### src/rtl/ifu_pkg.sv
// Shared types for the instruction prefetch unit: FIFO entry layout, FSM states, PC step
// and a saturating counter helper used by the optional IFU_PERF_CNT_EN counters.
package ifu_pkg;

  localparam int IFU_AW  = 32;
  localparam int IFU_DW  = 32;
  localparam int PC_STEP = IFU_DW / 8;

  typedef enum logic [0:0] {
    RUN      = 1'b0,
    ERR_STOP = 1'b1
  } ifu_state_e;

  typedef struct packed {
    logic [IFU_AW-1:0] pc;
    logic [IFU_DW-1:0] instr;
    logic              err;
  } ifu_entry_t;

  function automatic logic [31:0] sat_inc32(input logic [31:0] v);
    return (&v) ? v : v + 32'd1;
  endfunction

endpackage

### src/rtl/ifu_fifo.sv
// Synchronous in-order FIFO of packed fetch entries with flush; head is read combinationally
// from storage, so a push becomes visible the cycle after it is written.
module ifu_fifo #(
  parameter int WIDTH = 65,
  parameter int DEPTH = 4
) (
  input  logic                       clk,
  input  logic                       rst_n,
  input  logic                       i_push,
  input  logic                       i_pop,
  input  logic                       i_flush,
  input  logic [WIDTH-1:0]           i_data,
  output logic [WIDTH-1:0]           o_data,
  output logic [$clog2(DEPTH+1)-1:0] o_count,
  output logic                       o_full,
  output logic                       o_empty
);

  localparam int PW = $clog2(DEPTH);
  localparam int CW = $clog2(DEPTH+1);

  logic [WIDTH-1:0] r_mem [DEPTH];
  logic [PW-1:0]    r_wptr;
  logic [PW-1:0]    r_rptr;
  logic [CW-1:0]    r_count;
  logic             w_do_push;
  logic             w_do_pop;

  assign o_count   = r_count;
  assign o_empty   = (r_count == '0);
  assign o_full    = (r_count == CW'(DEPTH));
  assign o_data    = r_mem[r_rptr];
  assign w_do_pop  = i_pop && !o_empty;
  // A full FIFO may still accept a push when the head leaves in the same cycle.
  assign w_do_push = i_push && (!o_full || w_do_pop);

  always_ff @(posedge clk or negedge rst_n) begin
    if (!rst_n) begin
      r_wptr  <= '0;
      r_rptr  <= '0;
      r_count <= '0;
    end else if (i_flush) begin
      r_wptr  <= '0;
      r_rptr  <= '0;
      r_count <= '0;
    end else begin
      if (w_do_push) r_wptr <= r_wptr + PW'(1);
      if (w_do_pop)  r_rptr <= r_rptr + PW'(1);
      r_count <= r_count + CW'(w_do_push) - CW'(w_do_pop);
    end
  end

  always_ff @(posedge clk) begin
    if (w_do_push && !i_flush) r_mem[r_wptr] <= i_data;
  end

endmodule

### src/rtl/ifu_prefetch.sv
// Successor-PC prefetch unit: credit-limited request issue, in-order response FIFO, jump flush
// with stale-response discard. IFU_PERF_CNT_EN adds saturating fetch/starve/flush counters.
module ifu_prefetch
  import ifu_pkg::*;
#(
  parameter int            AW       = 32,
  parameter int            DW       = 32,
  parameter int            DEPTH    = 4,
  parameter logic [AW-1:0] RESET_PC = '0
) (
  input  logic            clk,
  input  logic            rst_n,
  input  logic            i_fetch_en,
  input  logic            i_jump_valid,
  input  logic [AW-1:0]   i_jump_pc,
  input  logic            i_holding,
  output logic            o_ifu_vrb_cmd_valid,
  input  logic            i_ifu_vrb_cmd_ready,
  output logic [AW-1:0]   o_ifu_vrb_cmd_addr,
  output logic            o_ifu_vrb_cmd_read,
  output logic [DW-1:0]   o_ifu_vrb_cmd_wdata,
  output logic [DW/8-1:0] o_ifu_vrb_cmd_wmask,
  input  logic            i_ifu_vrb_rsp_valid,
  input  logic            i_ifu_vrb_rsp_err,
  input  logic [DW-1:0]   i_ifu_vrb_rsp_rdata,
  output logic            o_instr_valid,
  output logic [AW-1:0]   o_pc,
  output logic [DW-1:0]   o_instr,
  output logic            o_instr_err,
  output logic            o_holding
`ifdef IFU_PERF_CNT_EN
  ,
  output logic [31:0]     o_perf_fetch_cnt,
  output logic [31:0]     o_perf_starve_cnt,
  output logic [31:0]     o_perf_flush_cnt
`endif
);

  localparam int            CW      = $clog2(DEPTH+1);
  localparam int            EW      = AW + DW + 1;
  localparam logic [AW-1:0] STEP    = AW'(DW / 8);
  localparam logic [CW:0]   DEPTH_C = (CW+1)'(DEPTH);

  ifu_state_e    r_state;
  ifu_state_e    w_state_nxt;
  logic [AW-1:0] r_fetch_pc;
  logic [AW-1:0] r_rsp_pc;
  logic [CW-1:0] r_outstanding;
  logic [CW-1:0] r_discard;
  logic [CW-1:0] w_count;
  logic [CW:0]   w_credit_used;
  logic          w_cmd_fire;
  logic          w_push;
  logic          w_pop;
  logic          w_full;
  logic          w_empty;
  logic [EW-1:0] w_push_data;
  logic [EW-1:0] w_head;

  // FIFO slots are reserved at issue time, so a response can never find the FIFO full.
  assign w_credit_used       = {1'b0, r_outstanding} + {1'b0, w_count};
  assign o_ifu_vrb_cmd_valid = (r_state == RUN) && i_fetch_en && !i_jump_valid &&
                               (w_credit_used < DEPTH_C);
  assign o_ifu_vrb_cmd_addr  = r_fetch_pc;
  assign o_ifu_vrb_cmd_read  = 1'b1;
  assign o_ifu_vrb_cmd_wdata = '0;
  assign o_ifu_vrb_cmd_wmask = '0;
  assign w_cmd_fire          = o_ifu_vrb_cmd_valid && i_ifu_vrb_cmd_ready;

  assign w_push      = i_ifu_vrb_rsp_valid && !i_jump_valid && (r_discard == '0);
  assign w_pop       = !w_empty && !i_holding && !i_jump_valid;
  assign w_push_data = {r_rsp_pc, i_ifu_vrb_rsp_rdata, i_ifu_vrb_rsp_err};

  ifu_fifo #(
    .WIDTH (EW),
    .DEPTH (DEPTH)
  ) u_fifo (
    .clk     (clk),
    .rst_n   (rst_n),
    .i_push  (w_push),
    .i_pop   (w_pop),
    .i_flush (i_jump_valid),
    .i_data  (w_push_data),
    .o_data  (w_head),
    .o_count (w_count),
    .o_full  (w_full),
    .o_empty (w_empty)
  );

  // Head fields are forced to zero while empty so stale storage never leaks out.
  assign o_instr_valid                 = !w_empty;
  assign o_holding                     = w_empty;
  assign {o_pc, o_instr, o_instr_err}  = w_empty ? '0 : w_head;

  always_ff @(posedge clk or negedge rst_n) begin
    if (!rst_n) r_state <= RUN;
    else        r_state <= w_state_nxt;
  end

  always_comb begin
    w_state_nxt = r_state;
    if (i_jump_valid)                       w_state_nxt = RUN;
    else if (w_push && i_ifu_vrb_rsp_err)   w_state_nxt = ERR_STOP;
  end

  always_ff @(posedge clk or negedge rst_n) begin
    if (!rst_n) begin
      r_fetch_pc    <= RESET_PC;
      r_rsp_pc      <= RESET_PC;
      r_outstanding <= '0;
      r_discard     <= '0;
    end else if (i_jump_valid) begin
      // Everything still owed by the bus becomes stale; a response landing now is already gone.
      r_fetch_pc    <= i_jump_pc;
      r_rsp_pc      <= i_jump_pc;
      r_outstanding <= '0;
      r_discard     <= r_outstanding + r_discard - CW'(i_ifu_vrb_rsp_valid);
    end else begin
      if (w_cmd_fire) r_fetch_pc <= r_fetch_pc + STEP;
      if (w_push)     r_rsp_pc   <= r_rsp_pc + STEP;
      r_outstanding <= r_outstanding + CW'(w_cmd_fire) - CW'(w_push);
      if (i_ifu_vrb_rsp_valid && (r_discard != '0)) r_discard <= r_discard - CW'(1);
    end
  end

  always_ff @(posedge clk) begin
    if (rst_n) begin
      assert (!(w_push && w_full && !w_pop));
      assert (!(w_push && (r_outstanding == '0)));
      assert (!(i_jump_valid && i_ifu_vrb_rsp_valid && (r_outstanding == '0) && (r_discard == '0)));
    end
  end

`ifdef IFU_PERF_CNT_EN
  logic [31:0] r_perf_fetch;
  logic [31:0] r_perf_starve;
  logic [31:0] r_perf_flush;

  always_ff @(posedge clk or negedge rst_n) begin
    if (!rst_n) begin
      r_perf_fetch  <= '0;
      r_perf_starve <= '0;
      r_perf_flush  <= '0;
    end else begin
      if (w_cmd_fire)                r_perf_fetch  <= sat_inc32(r_perf_fetch);
      if (!i_holding && w_empty)     r_perf_starve <= sat_inc32(r_perf_starve);
      if (i_jump_valid)              r_perf_flush  <= sat_inc32(r_perf_flush);
    end
  end

  assign o_perf_fetch_cnt  = r_perf_fetch;
  assign o_perf_starve_cnt = r_perf_starve;
  assign o_perf_flush_cnt  = r_perf_flush;
`endif

endmodule

### config.mk
export PLATFORM = sky130hd
export DESIGN_NAME = ifu_prefetch
export DESIGN_NICKNAME = d
export VERILOG_FILES = /design/src/rtl/ifu_pkg.sv /design/src/rtl/ifu_fifo.sv /design/src/rtl/ifu_prefetch.sv
export SDC_FILE = /design/constraint.sdc
export NUM_CORES = 1
export LEC_CHECK = 0
export ABC_AREA = 1
export CAP_MARGIN = 40
export CORE_ASPECT_RATIO = 1.1
export CORE_MARGIN = 5
export CORE_UTILIZATION = 30
export DETAILED_ROUTE_END_ITERATION = 16
export SLEW_MARGIN = 0
export SYNTH_ARGS = -nofsm -noshare
export SYNTH_HDL_FRONTEND = slang
export SYNTH_SLANG_ARGS = --single-unit
### constraint.sdc
create_clock -name clk -period 10.3 [get_ports clk]
set_clock_uncertainty 0.05 [all_clocks]
set_input_delay 1.03 -clock clk [delete_from_list [all_inputs] [get_ports clk]]
set_output_delay 1.03 -clock clk [all_outputs]
set_load 0.1 [all_outputs]
* Word level (Yosys, flattened, before mapping)
Memory sizes are Yosys's and may differ from the RTL's. Cells that the tools add are included.
Word-level totals: flip-flop bits (word level) 78, memory bits (writable) 260, input bits 72, output and inout port bits 137, logic and storage cells 68, memories kept 1
Memories:
- u_fifo.r_mem | depth 4, bits a word 65, read ports 1, clocked after Yosys merged registers in 0, write ports 1, line ifu_fifo.sv:22 | logic [WIDTH-1:0] r_mem [DEPTH];
Cells by class: add/subtract/negate cells 12, order comparisons 1, eq/ne operators 1, muxes and demuxes 17, bitwise operators 1, reduce and logical (&&, ||, !) cells 27
Operator list (number):
- $mux 32 | 4
- $mux 65 | 1
- $add 32x3->32 const B | 2
- $logic_and 1x1->1 | 13
- $mux 3 | 4
- $reduce_bool 2->1 | 6
- $sub 3x1->3 | 3
- $mux 2 | 4
- $add 3x1->3 | 2
- $logic_not 3->1 | 2
- $add 2x1->2 const B | 2
- $add 3x3->4 | 1
- $logic_not 1->1 | 4
- $lt 4x3->1 const B | 1
- $mux 1 | 4
- $add 3x3->3 | 1
- $eq 3x3->1 const B | 1
- $reduce_bool 3->1 | 1
- $sub 3x1->3 const B | 1
- $logic_or 1x1->1 | 1
- $not 1->1 | 1

* Longest topological paths before layout
depth after elaboration 10, mapped depth 13, depth with buffers taken out 12

* Hierarchy
From an unflattened synthesis, not the netlist that was laid out.
Second synthesis, totals: cells, all modules 1623, area total of the unflattened synthesis 16109.2 um^2
By module, submodules not included:
- ifu_fifo | times used 1, cells each 692, area an instance 10196.0 um^2, seq. area each 7982.7 um^2
- ifu_prefetch | times used 1, cells each 931, area an instance 5913.2 um^2, seq. area each 1776.7 um^2

* Least setup slack after synthesis
No wires, ideal clock.
path type flip-flop to flip-flop, start point register u_fifo.r_count[1], in the netlist u_fifo.o_count[1], end point memory u_fifo.r_mem[0][0] (enable), setup time 489 ps, arrival time 4329 ps, required time 9761 ps, path slack 5433 ps, stages on the path, launching flop included 7, buffers on the path 0, clock period less this slack 4867 ps, cells stage by stage dfrtp_1 > nor2_1 > nand2_1 > nand2_1 > nand3_1 > nand2_1 > nor2_1
On the way: word-level cells in the longest chain between the ends 10, elaborated cells on any way between the ends 12, classes of those cells 1 x eq/ne; 2 x mux; 9 x reduce/logical
RTL lines:
- from (decl) | line ifu_fifo.sv:25 | logic [CW-1:0] r_count;
- from (signal assigned) | line ifu_fifo.sv:49 | r_count <= r_count + CW'(w_do_push) - CW'(w_do_pop);
- $logic_not 3->1 * | line ifu_fifo.sv:30 | assign o_empty = (r_count == '0);
- $logic_not 1->1 *
- named net o_instr_valid | line ifu_prefetch.sv:26 | output logic o_instr_valid,
- $logic_and 1x1->1 (2 in series) | line ifu_prefetch.sv:71 | assign w_pop = !w_empty && !i_holding && !i_jump_valid;
- $logic_and 1x1->1 * | line ifu_fifo.sv:33 | assign w_do_pop = i_pop && !o_empty;
- $logic_or 1x1->1 * | line ifu_fifo.sv:35 | assign w_do_push = i_push && (!o_full || w_do_pop);
- $logic_and 1x1->1 * | line ifu_fifo.sv:35
- $logic_and 1x1->1 * | line ifu_fifo.sv:54 | if (w_do_push && !i_flush) r_mem[r_wptr] <= i_data;
- $mux 1 * | line ifu_fifo.sv:54
- $mux 1 (not written as such) * | line ifu_fifo.sv:54
- to (decl) | line ifu_fifo.sv:22
The timed path passes the listed nets; every way through them passes the cells marked *.

* Worst setup path in the final report
start point register u_fifo.r_rptr[0], end point output o_pc[20]
On the way: word-level cells in the longest chain between the ends 2
RTL lines:
- from (decl) | line ifu_fifo.sv:24 | logic [PW-1:0] r_rptr;
- from (signal assigned) | line ifu_fifo.sv:48 | if (w_do_pop) r_rptr <= r_rptr + PW'(1);
- $mem_v2 4x65
- $mux 65 | line ifu_prefetch.sv:93 | assign {o_pc, o_instr, o_instr_err} = w_empty ? '0 : w_head;
- to (decl) | line ifu_prefetch.sv:27 | output logic [AW-1:0] o_pc,
Every way passes these cells.

==> run metrics <==
fin crit share=0.4638; largest cells by area after synthesis=edfxtp_1 50%, dfrtp_1 13%, nor2_1 8.6%, nand2_1 6.6%, o21ai_0 5.1%; Final Max Slew Viols=0; Worst Hold Margin=350.4 ps; nets=1950; CP Class=reg2out; CTS tree=built; placed cell areas=about 20000 µm²; Detailed Routing Iterations Pass 1=5; commonest cells in the netlist=356 x nor2_1, 274 x nand2_1, 260 x edfxtp_1; area leader, netlist=edfxtp_1; Final ANT Viol Nets=0; post-CTS setup repair buffer count=0; first-pass GRT wire length=~66000 µm; Leakage=8.052 nW; Multi-input gate area=5064 µm²; I/O Buffers=171; area of the die=56670 µm²; Synth top area share=0.5005; DP HPWL=27740 µm; FF-to-FF Start=r_discard[0]; initial antenna violation count=0; starting density of the core=0.3036; CORE AREA=~50000 µm²; critical path data required time=9220 ps; peak supply drop=0.1681 mV; Chip Width=~230 µm; ant diodes=0; gr ovfl total=0; cell with the most instances after synthesis=nor2_1; DRC errors left=0; root buffer cell=clkbuf_16; Final Hold Viols=0; number of global-route vias before repair=11800; r2r endpoint=u_fifo.r_mem[0][38]; Synth Cell Area=15600 µm²; CP startpoint kind=register; Final Cell Area=20990 µm²; final core utilization=0.4085; worst min-delay path class=in2async; GRT Overall Usage=0.1454; Synth warnings=0; reg2reg setup slack=6660 ps; storage element area=9764 µm²; # rows=87; setup tns final=0 ps; share of layout cells above drive strength 1=0.1129; CTS resizes=0; pin count of the biggest net entering global routing=91; Seq/Total Area, Yosys=0.6256; status=finished, final reports clean; I/O Pins=209; CTS Sinks=about 340; Syn Inst Count=1597; Hold-fix buffers, CTS=0; CP arrival=around 3700 ps; Routability Congestion=0.8615; Syn-to-layout area delta=34.54%; H-tree Lvls=2; fmax=about 210 MHz; pre-CTS setup slack=5694 ps; Least-Margin Pin Slew=835.9 ps; min Tclk post-route=between 4000 and 5000 ps; Cell Pwr Density=302.2 nW/µm²; headroom to the max-slew limit=0.4427; CTS buffer count=38; DRT iter0 DRCs=725; Critical Path Sink Type=output port; Skew-Pair Late Insertion Delay=540 ps; Via Count=12030; max-cap violations=0; Async SR Flop Fraction=0.2308; Clock Path Buffers=3; Fillers=4844; drt wl/cell=16.52 µm; register clock-pin slew on the reported worst setup and hold paths=roughly 60 ps; Avg Synthesized Cell Area=9.768 µm²; setup ws final=5523 ps; worst-path fanout max=90; Yosys cell types=37; drt total wl=42190 µm; Chip Height=249.2 µm; EDFF count, synth=260; RSZ-0062 raised after global routing=false; Worst R2R Path Depth=8; DR vias/cell=4.712; number of synthesized register bits=338; Main synth FF type=edfxtp_1; # setup viols final=0
per-stage QoR:
step	std cells	total power, mW
after floorplan	1632	3.687
after CTS	2554	6.418
after global routing	2554	6.642
after global placement	2378	4.320
final	2554	6.343
after detailed placement	2485	5.040
cell type report:
cell class / instances / area share
Multi-Input combinational cell: 1096 / 0.2413
Sequential cell: 338 / 0.4652
Clock buffer: 45 / 0.04757
Clock inverter: 24 / 0.01210
Inverter: 95 / 0.01705
Tap cell: 667 / 0.03976
Timing Repair Buffer: 289 / 0.1770
worst max-delay path by stage:
stage / from / to / slack (ps) / depth (start not counted)
final: u_fifo.r_rptr[0] / o_pc[20] / 5520 / 6
after global routing: u_fifo.r_rptr[0] / o_pc[20] / 5170 / 6
after CTS: u_fifo.r_rptr[0] / o_pc[20] / 5400 / 6
after detailed placement: i_ifu_vrb_rsp_valid / u_fifo.r_mem[0][52] / 5690 / 7
after global placement: i_ifu_vrb_rsp_valid / u_fifo.r_mem[1][39] / 5380 / 6
after floorplan: u_fifo.o_count[1] / u_fifo.r_mem[0][0] / 5430 / 6
worst max-delay path, cell delays in order (launching register included):
cell	delay [ps]
dfrtp_4	690
clkinv_2	460
buf_4	720
o21ai_0	200
a21oi_1	230
clkdlybuf4s50_1	590
buf_16	190
registers in the layout, indices dropped and copies added (netlist names), 2 cells and up:
name / flops
u_fifo.r_rptr: 2
u_fifo.o_count: 3
u_fifo.r_wptr: 2
r_rsp_pc: 32
r_discard: 3
r_outstanding: 3
u_fifo.r_mem: 260
o_ifu_vrb_cmd_addr: 32
power breakdown:
part | total, mW | internal [mW] | switching, mW
Combinational | 3.23 | 1.11 | 2.12
Clock | 1.36 | 0.820 | 0.538
Sequential | 1.76 | 1.60 | 0.161
Total | 6.34 | 3.53 | 2.81
routing by layer:
layer  global-route usage  vias up  share of wire
met5                    0        -              0
met4              0.03674        0          0.018
met3              0.02322       52          0.052
met2               0.2437      371           0.49
met1               0.1970     5790           0.44
li1                     -     5821              -
cells in the final DEF, fill, tap and decap left out, types with 13 or more instances in the layout:
master / netlist / layout
conb_1: 2 / 37
nand2_1: 274 / 274
a21oi_1: 90 / 90
inv_1: 89 / 87
buf_16: 0 / 25
edfxtp_1: 260 / 260
clkbuf_16: 0 / 39
o21ai_0: 159 / 159
o211ai_1: 13 / 13
dfrtp_1: 78 / 76
buf_8: 0 / 80
clkdlybuf4s50_1: 0 / 169
nor2_1: 356 / 352
ha_1: 17 / 17
nand3_1: 72 / 72
cells by family after synthesis:
family | share of synthesized area
flops | 0.6256
compound gates | 0.09232
buf+inv | 0.06015
simple gates | 0.1939
xor+xnor | 0.01011
fa+ha+maj | 0.01748
other cells | 0.0004814
Note: power is estimated with default switching activity, not from simulation.
